<file path="src/rtl/minmax_frame_packer_if.sv">
// Stream bundle between the word source, the frame packer and the downstream
// min/max comparator. The master side feeds words and consumes frames; the
// slave side is the packer itself.
interface minmax_frame_packer_if #(
    parameter int WIDTH      = 8,
    parameter int NUM_INPUTS = 4
);
    localparam int CW = $clog2(NUM_INPUTS + 1);

    logic                        in_valid;
    logic                        in_ready;
    logic [WIDTH-1:0]            in_data;
    logic                        in_last;
    logic                        in_tc;
    logic                        in_max;
    logic                        out_valid;
    logic                        out_ready;
    logic [NUM_INPUTS*WIDTH-1:0] out_vec;
    logic                        out_tc;
    logic                        out_max;
    logic [CW-1:0]               out_count;

    modport master (
        output in_valid, in_data, in_last, in_tc, in_max, out_ready,
        input  in_ready, out_valid, out_vec, out_tc, out_max, out_count
    );

    modport slave (
        input  in_valid, in_data, in_last, in_tc, in_max, out_ready,
        output in_ready, out_valid, out_vec, out_tc, out_max, out_count
    );
endinterface

</file>
<file path="src/rtl/minmax_frame_packer.sv">
// Serial-to-parallel front end for the min/max comparator: packs NUM_INPUTS
// words (word 0 in the LSBs) plus the per-frame compare mode into one frame.
// Short frames are padded with a value that can never win the comparison.
// Storage is one assembly buffer plus one output register (two frames total).
module minmax_frame_packer #(
    parameter int WIDTH      = 8,
    parameter int NUM_INPUTS = 4
) (
    input logic                  clk,
    input logic                  rst_n,
    minmax_frame_packer_if.slave bus
);
    localparam int CW = $clog2(NUM_INPUTS + 1);
    localparam int VW = NUM_INPUTS * WIDTH;

    localparam logic [0:0]    ST_COLLECT = 1'b0;
    localparam logic [0:0]    ST_FULL    = 1'b1;
    localparam logic [CW-1:0] LAST_SLOT  = CW'(NUM_INPUTS - 1);
    localparam logic [CW-1:0] ONE        = CW'(1);

    // Pad word that loses every comparison under the given mode.
    function automatic logic [WIDTH-1:0] pad_word(input logic tc, input logic is_max);
        logic [WIDTH-1:0] w;
        w = is_max ? '0 : '1;
        if (tc) w[WIDTH-1] = ~w[WIDTH-1];
        return w;
    endfunction

    logic [0:0]    state;
    logic [CW-1:0] count;      // words written; in FULL it holds the real word count
    logic [VW-1:0] asm_vec;
    logic          asm_tc;
    logic          asm_max;

    logic          out_valid_r;
    logic [VW-1:0] out_vec_r;
    logic          out_tc_r;
    logic          out_max_r;
    logic [CW-1:0] out_count_r;

    logic          in_fire;
    logic          out_fire;
    logic          complete;
    logic          load_new;   // completed frame goes straight to the output register
    logic          load_held;  // frame parked in the assembly buffer moves out
    logic          frame_tc;
    logic          frame_max;
    logic [VW-1:0] frame_vec;

    // in_ready depends only on registered state, never on out_ready.
    assign bus.in_ready  = (state == ST_COLLECT);
    assign bus.out_valid = out_valid_r;
    assign bus.out_vec   = out_vec_r;
    assign bus.out_tc    = out_tc_r;
    assign bus.out_max   = out_max_r;
    assign bus.out_count = out_count_r;

    assign in_fire   = bus.in_valid & (state == ST_COLLECT);
    assign out_fire  = out_valid_r & bus.out_ready;
    assign complete  = in_fire & (bus.in_last | (count == LAST_SLOT));
    assign load_new  = complete & (~out_valid_r | bus.out_ready);
    assign load_held = (state == ST_FULL) & bus.out_ready;
    assign frame_tc  = (count == '0) ? bus.in_tc  : asm_tc;
    assign frame_max = (count == '0) ? bus.in_max : asm_max;

    // Completed frame: stored words, the current word at slot count, pad above it.
    always_comb begin
        frame_vec = asm_vec;
        for (int k = 0; k < NUM_INPUTS; k++) begin
            if (k == int'(count))
                frame_vec[k*WIDTH +: WIDTH] = bus.in_data;
            else if (k > int'(count))
                frame_vec[k*WIDTH +: WIDTH] = pad_word(frame_tc, frame_max);
        end
    end

    // Control: state, word count and the output register.
    always_ff @(posedge clk) begin
        if (!rst_n) begin
            state       <= ST_COLLECT;
            count       <= '0;
            out_valid_r <= 1'b0;
            out_vec_r   <= '0;
            out_tc_r    <= 1'b0;
            out_max_r   <= 1'b0;
            out_count_r <= '0;
        end else begin
            if (load_new) begin
                out_vec_r   <= frame_vec;
                out_tc_r    <= frame_tc;
                out_max_r   <= frame_max;
                out_count_r <= count + ONE;
                out_valid_r <= 1'b1;
            end else if (load_held) begin
                out_vec_r   <= asm_vec;
                out_tc_r    <= asm_tc;
                out_max_r   <= asm_max;
                out_count_r <= count;
                out_valid_r <= 1'b1;
            end else if (out_fire) begin
                out_valid_r <= 1'b0;
            end

            if (load_held) begin
                state <= ST_COLLECT;
                count <= '0;
            end else if (in_fire) begin
                if (load_new) begin
                    count <= '0;
                end else begin
                    count <= count + ONE;
                    if (complete) state <= ST_FULL;
                end
            end
        end
    end

    // Assembly buffer: words and mode bits; a frame that must wait is parked padded.
    always_ff @(posedge clk) begin
        if (in_fire) begin
            if (count == '0) begin
                asm_tc  <= bus.in_tc;
                asm_max <= bus.in_max;
            end
            if (complete && !load_new) begin
                asm_vec <= frame_vec;
            end else begin
                for (int k = 0; k < NUM_INPUTS; k++) begin
                    if (k == int'(count)) asm_vec[k*WIDTH +: WIDTH] <= bus.in_data;
                end
            end
        end
    end
endmodule
</file>
<file path="src/flat_wrapper.sv">
// flat-port wrapper written by rule: the top's interface ports become plain ports
module minmax_frame_packer_flat 
#(
    parameter int WIDTH      = 8,
    parameter int NUM_INPUTS = 4
)
  (clk, rst_n, bus_in_valid, bus_in_data, bus_in_last, bus_in_tc, bus_in_max, bus_out_ready, bus_in_ready, bus_out_valid, bus_out_vec, bus_out_tc, bus_out_max, bus_out_count);
  minmax_frame_packer_if #(.WIDTH(WIDTH), .NUM_INPUTS(NUM_INPUTS)) bus_i ();
  input logic clk;
  input logic rst_n;
  input wire logic [$bits(bus_i.in_valid)-1:0] bus_in_valid;
  input wire logic [$bits(bus_i.in_data)-1:0] bus_in_data;
  input wire logic [$bits(bus_i.in_last)-1:0] bus_in_last;
  input wire logic [$bits(bus_i.in_tc)-1:0] bus_in_tc;
  input wire logic [$bits(bus_i.in_max)-1:0] bus_in_max;
  input wire logic [$bits(bus_i.out_ready)-1:0] bus_out_ready;
  output wire logic [$bits(bus_i.in_ready)-1:0] bus_in_ready;
  output wire logic [$bits(bus_i.out_valid)-1:0] bus_out_valid;
  output wire logic [$bits(bus_i.out_vec)-1:0] bus_out_vec;
  output wire logic [$bits(bus_i.out_tc)-1:0] bus_out_tc;
  output wire logic [$bits(bus_i.out_max)-1:0] bus_out_max;
  output wire logic [$bits(bus_i.out_count)-1:0] bus_out_count;
  assign bus_i.in_valid = bus_in_valid;
  assign bus_i.in_data = bus_in_data;
  assign bus_i.in_last = bus_in_last;
  assign bus_i.in_tc = bus_in_tc;
  assign bus_i.in_max = bus_in_max;
  assign bus_i.out_ready = bus_out_ready;
  assign bus_in_ready = bus_i.in_ready;
  assign bus_out_valid = bus_i.out_valid;
  assign bus_out_vec = bus_i.out_vec;
  assign bus_out_tc = bus_i.out_tc;
  assign bus_out_max = bus_i.out_max;
  assign bus_out_count = bus_i.out_count;
  minmax_frame_packer #(.WIDTH(WIDTH), .NUM_INPUTS(NUM_INPUTS)) u_core (.clk(clk), .rst_n(rst_n), .bus(bus_i));
endmodule
</file>
<file path="config.mk">
export PLATFORM = sky130hd
export DESIGN_NAME = minmax_frame_packer_flat
export DESIGN_NICKNAME = d
export VERILOG_FILES = /design/src/rtl/minmax_frame_packer_if.sv /design/src/rtl/minmax_frame_packer.sv /design/src/flat_wrapper.sv
export SDC_FILE = /design/constraint.sdc
export NUM_CORES = 1
export LEC_CHECK = 0
export BUFFER_PORTS_ARGS = -buffer_cell sky130_fd_sc_hd__buf_2
export CAP_MARGIN = 5
export CORE_MARGIN = 2
export CORE_UTILIZATION = 35
export CTS_BUF_LIST = sky130_fd_sc_hd__clkbuf_4 sky130_fd_sc_hd__clkbuf_8
export DETAILED_ROUTE_END_ITERATION = 12
export GPL_ROUTABILITY_DRIVEN = 0
export SLEW_MARGIN = 20
export SYNTH_ARGS = -nofsm -noshare
export SYNTH_HDL_FRONTEND = slang
export SYNTH_SLANG_ARGS = --single-unit
export TNS_END_PERCENT = 100
</file>
<file path="constraint.sdc">
create_clock -name clk -period 2.5 [get_ports clk]
set_clock_uncertainty 0.05 [all_clocks]
set_input_delay 0.125 -clock clk [delete_from_list [all_inputs] [get_ports clk]]
set_output_delay 0.125 -clock clk [all_outputs]
set_load 0.02 [all_outputs]
</file>
==> results.json, run 1 <==
{
  "post_cts.repair.setup_buffers": 0,
  "die_h_um": 111.1,
  "grt_pass1_vias": 3183,
  "slew_headroom_pct": 41.08,
  "status": "finished clean",
  "crit_path_end_kind": "flip-flop",
  "cp.required_ns": 2.65,
  "area_delta_synth_final_pct": 15.33,
  "grt_max_degree": 26,
  "startpoint": "u_core.count[1]",
  "rrSetupSlack_ns": 0.35,
  "synth_edf_count": 34,
  "met1_usage_pct": 22.98,
  "synth.cell_area_um2": 4015,
  "vias": 3318,
  "max-vdd-ir-drop_mv": 0.3182,
  "dp_hpwl_mm": 7.051,
  "r2r_cells": 7,
  "drt_iter0_markers": 147,
  "antenna_found_initial": 0,
  "insertion_delay_ns": 0.36,
  "r2r_start": "u_core.count[1]",
  "cts_buffers": 9,
  "synth_ff_type": "dfxtp_1",
  "multi_input_area_um2": 1924,
  "root_buffer": "clkbuf_8",
  "critPathMaxFanout": 10,
  "max-cap-violations": 0,
  "period_share_pct": 85.93,
  "holdCritStartpoint": "bus_in_tc",
  "p_leak_nw": 1.836,
  "whs_ns": 0.08033,
  "cts_tree": "built",
  "mostFrequentLayoutCell": "nand2_1",
  "drc": 0,
  "vias_per_cell": 5.352,
  "stdcell_area_um2": 4631,
  "layout_common_cells": "58 x nand2_1, 53 x buf_2, 49 x nor2_1, 42 x dfxtp_1, 34 x edfxtp_1",
  "hold_viol": 0,
  "ys_types": 47,
  "first_pass_iters": 4,
  "placed_cell_area_um2": 4409,
  "drive_above_1_share_pct": 26.62,
  "use_met3_pct": 4.319,
  "regArea_um2": 1862,
  "hold_path.class": "primary input to flip-flop",
  "grt_pass1_wl_mm": 16.92,
  "rows": 39,
  "fill_cells": 1143,
  "h-tree-depth": 3,
  "ios": 54,
  "slew_violations": 0,
  "gr-total-overflow": 0,
  "diodes": 0,
  "ys_seq_area_share_pct": 46.37,
  "start_util_pct": 35.47,
  "crit_type": "flip-flop to flip-flop",
  "routed_wl_mm": 10.45,
  "powerDensity_nw_per_um2": 673.3,
  "tns_ns": 0,
  "cts.path.max_buffers": 2,
  "setup_viol": 0,
  "synth.net_count": 444,
  "avgSynthCellArea_um2": 9.492,
  "cts-resized-gates": 0,
  "grt_most_used_layer": "met2",
  "arrival_ns": 2.30,
  "fmax_ghz": 0.4655,
  "cts-hold-fix-buffers": 0,
  "syn_inst": 423,
  "worst_r2r_endpoint": "u_core.bus.out_vec[0]",
  "die_x_um": 111.1,
  "nets": 493,
  "tightest_slew_ns": 0.8828,
  "min_period_ns": 2.148,
  "die-area_um2": 12340,
  "synth-seq-cells": 76,
  "port_buffers": 53,
  "postSynth.asyncResetShare_pct": 0,
  "met2_usage_pct": 27.69,
  "wl_per_cell_um": 16.85,
  "rsz0062_at_grt": "false",
  "crit_path_start_kind": "flip-flop",
  "track_usage_pct": 17.17,
  "clock-sinks": 76,
  "drtAntennaViolNets": 0,
  "cts.clk_slew.worst_paths_ns": 0.09,
  "coreArea_um2": 11320,
  "endpoint": "u_core.bus.out_vec[0]",
  "yosysWarnings": 0
}
worst max-delay path, cell delays in order, from the launching register on:
cell      delay [ns]
dfxtp_1         0.51
inv_1           0.12
ha_1            0.24
nand2b_1        0.30
buf_4           0.24
mux2_2          0.36
nor2_1          0.13
a311oi_2        0.06
through the flow:
stage | worst slack, ns | instances | util, % | total power, W
3_5_place_dp | 0.3630 | 604 | 38.95 | 0.002091
5_1_grt | 0.1684 | 620 | 40.90 | 0.003273
3_3_place_gp | 0.4588 | 604 | 38.95 | 0.002077
6_report | 0.3518 | 620 | 40.90 | 0.003118
2_1_floorplan | 0.4167 | 423 | - | 0.001917
4_1_cts | 0.3562 | 620 | 40.90 | 0.003145
flip-flops by register name (all words and copies together), names as in the netlist:
register,cells
u_core.asm_tc,1
u_core.bus.out_valid,1
u_core.asm_vec,32
u_core.bus.out_tc,1
u_core.asm_max,1
u_core.bus.out_vec,32
u_core.count,3
u_core.bus.out_count,3
u_core.bus.out_max,1
u_core.state,1
synth_stat cells, drive strengths merged, types with 3 or more instances:
cell    number  area [µm²]
a211oi       3       22.52
a21oi       28       140.1
a221oi      12       105.1
a311oi      10       150.1
a31oi       14       87.58
and2         8       50.05
buf         19       123.9
clkbuf      12       46.29
dfxtp       42       840.8
edfxtp      34        1021
ha           6       75.07
inv         15       58.81
mux2        21       236.5
nand2       58       217.7
nand2b      12       75.07
nand3        3       15.01
nor2        51       206.5
nor2b        3       18.77
o211a        3       37.54
o21ai       36       180.2
o221a        6       67.56
o31ai        7       52.55
area by class of cell:
| type | count | area share [%] |
|---|---|---|
| well taps | 143 | 3.864 |
| clock buffers | 11 | 3.134 |
| flip-flops and latches | 76 | 40.21 |
| multi-input cells | 301 | 41.56 |
| repair buffers | 69 | 8.322 |
| clock inverters | 5 | 1.648 |
| inverters | 15 | 1.270 |
power by group:
part / switching (W) / internal (W) / total (W)
Sequential: 0.0000503 / 0.00139 / 0.00144
Clock: 0.000463 / 0.000596 / 0.00106
Combinational: 0.000378 / 0.000241 / 0.000619
Total: 0.000891 / 0.00223 / 0.00312
layer usage:
layer | part of all wire, % | routed length (µm) | up-vias
li1 | - | - | 1628
met1 | 46 | 4786 | 1590
met2 | 47 | 4925 | 84
met3 | 5.2 | 539 | 16
met4 | 1.8 | 193 | 0
met5 | 0 | 0 | -
worst min path at each step:
stage	endpoint	slack, ns	cells past startpoint
floorplan	u_core.bus.out_vec[15]	0.25	2
global placement	u_core.bus.out_vec[28]	0.41	2
detailed placement	u_core.bus.out_vec[28]	0.41	2
CTS	u_core.asm_tc	0.06	2
global route	u_core.asm_tc	0.07	2
finish	u_core.asm_tc	0.08	2
cell families after synthesis:
kind of cell,after synthesis,share of synthesized area [%]
AO/OA/AOI/OAI,128,23.53
multiplexers,22,6.139
buffers and inverters,46,5.702
AND/OR/NAND/NOR,143,15.96
adder cells (fa/ha/maj),6,1.870
XOR/XNOR,2,0.4364
flip-flops,76,46.37
No activity file was read; power rests on OpenSTA's default activity.
==> run 2, diff against run 1 <==
--- a/config.mk
+++ b/config.mk
@@ -9,7 +9,7 @@
 export CAP_MARGIN = 5
 export CORE_MARGIN = 2
 export CORE_UTILIZATION = 35
-export CTS_BUF_LIST = sky130_fd_sc_hd__clkbuf_4 sky130_fd_sc_hd__clkbuf_8
+export CTS_BUF_LIST = sky130_fd_sc_hd__clkbuf_2 sky130_fd_sc_hd__clkbuf_4 sky130_fd_sc_hd__clkbuf_8
 export DETAILED_ROUTE_END_ITERATION = 12
 export GPL_ROUTABILITY_DRIVEN = 0
 export SLEW_MARGIN = 20
==> constraint.sdc (replaced) <==
create_clock -name clk -period 2.2 [get_ports clk]
set_clock_uncertainty 0.05 [all_clocks]
set_input_delay 0.44 -clock clk [delete_from_list [all_inputs] [get_ports clk]]
set_output_delay 0.44 -clock clk [all_outputs]
set_load 0.02 [all_outputs]
==> results.json, run 2 (synthesized netlist as in run 1, its figures left out) <==
{
  "status": "finished clean",
  "arrival_ns": 2.29,
  "regArea_um2": 1863,
  "crit_path_end_kind": "flip-flop",
  "cp.required_ns": 2.45,
  "hold_viol": 0,
  "placed_cell_area_um2": 4479,
  "gr-total-overflow": 0,
  "grt_max_degree": 29,
  "area_delta_synth_final_pct": 18.39,
  "port_buffers": 53,
  "start_util_pct": 35.47,
  "fill_cells": 1131,
  "drc": 0,
  "post_cts.repair.setup_buffers": 0,
  "nets": 499,
  "crit_type": "flip-flop to flip-flop",
  "p_leak_nw": 1.898,
  "rrSetupSlack_ns": 0.16,
  "p_sw_w": 0.001062,
  "dpl.cell_count": 610,
  "drtAntennaViolNets": 0,
  "combPwrFrac_pct": 18.9,
  "cts-hold-fix-buffers": 0,
  "p_int_w": 0.002743,
  "vias_per_cell": 5.421,
  "period_share_pct": 92.66,
  "rsz0062_at_grt": "false",
  "grt_pass1_wl_mm": 17.02,
  "worst_r2r_endpoint": "u_core.bus.out_vec[12]",
  "insertion_delay_ns": 0.36,
  "slew_violations": 0,
  "min_period_ns": 2.039,
  "antenna_found_initial": 0,
  "r2r_cells": 6,
  "drt_iter0_markers": 134,
  "drive_above_1_share_pct": 27.95,
  "grt_pass1_vias": 3212,
  "die_h_um": 111.1,
  "tns_ns": 0,
  "first_pass_iters": 4,
  "track_usage_pct": 17.23,
  "stdcell_area_um2": 4753,
  "max-cap-violations": 0,
  "die-area_um2": 12340,
  "die_x_um": 111.1,
  "coreArea_um2": 11320,
  "p_seq_share_pct": 43.0,
  "critPathMaxFanout": 7,
  "dp_hpwl_mm": 7.180,
  "root_buffer": "clkbuf_8",
  "holdCritStartpoint": "bus_in_data[7]",
  "powerDensity_nw_per_um2": 800.4,
  "rows": 39,
  "cts_buffers": 9,
  "min_path_cells": 3,
  "switching_share_pct": 27.91,
  "mostFrequentLayoutCell": "nand2_1",
  "p_clk_share_pct": 38.1,
  "clock-sinks": 76,
  "max-vdd-ir-drop_mv": 0.4018,
  "h-tree-depth": 3,
  "ios": 54,
  "setup_viol": 0,
  "crit_path_start_kind": "flip-flop",
  "cts_tree": "built",
  "r2r_start": "u_core.count[0]",
  "power_w": 0.003805,
  "vias": 3399,
  "layout_common_cells": "58 x nand2_1, 53 x buf_2, 49 x nor2_1, 41 x dfxtp_1, 34 x edfxtp_1",
  "cts.path.max_buffers": 2,
  "stdcell_count": 627,
  "tightest_slew_ns": 0.5820,
  "cts.clk_slew.worst_paths_ns": 0.09,
  "wl_per_cell_um": 16.77,
  "fmax_ghz": 0.4906,
  "hold_path_end": "u_core.bus.out_vec[15]",
  "routed_wl_mm": 10.52,
  "hold_path.class": "primary input to flip-flop",
  "cts-resized-gates": 0,
  "slew_headroom_pct": 61.20,
  "multi_input_area_um2": 1924
}
-- run 2: per-layer routing --
metal	GRT usage [%]	routed length (µm)
met3	2.679	605
met2	28.18	5055
met1	23.51	4730
met5	0	0
met4	5.514	125
-- run 2: critical path, stage by stage (launching register included) --
cell and delay (ns):
dfxtp_1 0.44, inv_1 0.11, ha_1 0.25, mux2_2 0.35
nand2b_1 0.33, a31oi_1 0.25, o221a_2 0.20
-- run 2: power by group through the flow --
stage                     Sequential [W]  Combinational (W)  Clock, W
final                            0.00163           0.000721   0.00145
after global routing             0.00165           0.000798   0.00152
after CTS                        0.00163           0.000724   0.00147
after detailed placement         0.00167           0.000720         0
after global placement           0.00166           0.000710         0
after floorplan                  0.00173           0.000448         0
-- run 2: layout make-up --
| cell class | instances | share of cell area, % |
|---|---|---|
| diodes | 1 | 0.05265 |
| inverters | 15 | 1.237 |
| repair buffers | 75 | 9.581 |
| well taps | 143 | 3.764 |
| multi-input cells | 301 | 40.48 |
| clock inverters | 7 | 3.080 |
| clock buffers | 9 | 2.606 |
| flip-flops and latches | 76 | 39.19 |
-- run 2: worst max path at each step --
stage	start	end	cells after the start	slack, ns
after detailed placement	u_core.count[1]	u_core.asm_vec[21]	6	0.16
after global routing	u_core.count[0]	u_core.asm_vec[23]	6	0.02
after CTS	u_core.count[1]	u_core.asm_vec[17]	6	0.12
after global placement	u_core.count[1]	u_core.bus.out_vec[14]	6	0.25
after floorplan	u_core.count[0]	u_core.asm_vec[10]	5	0.12
final	u_core.count[0]	u_core.bus.out_vec[12]	6	0.16
-- run 2: metrics by stage --
step	worst slack, ns	util, %	hold slack, ns
after floorplan	0.1167	-	0.4713
after global placement	0.2497	39.57	0.4105
after detailed placement	0.1553	39.57	0.4061
after CTS	0.1237	41.95	0.3816
after global routing	0.02217	41.97	0.3951
final	0.1615	41.99	0.3877
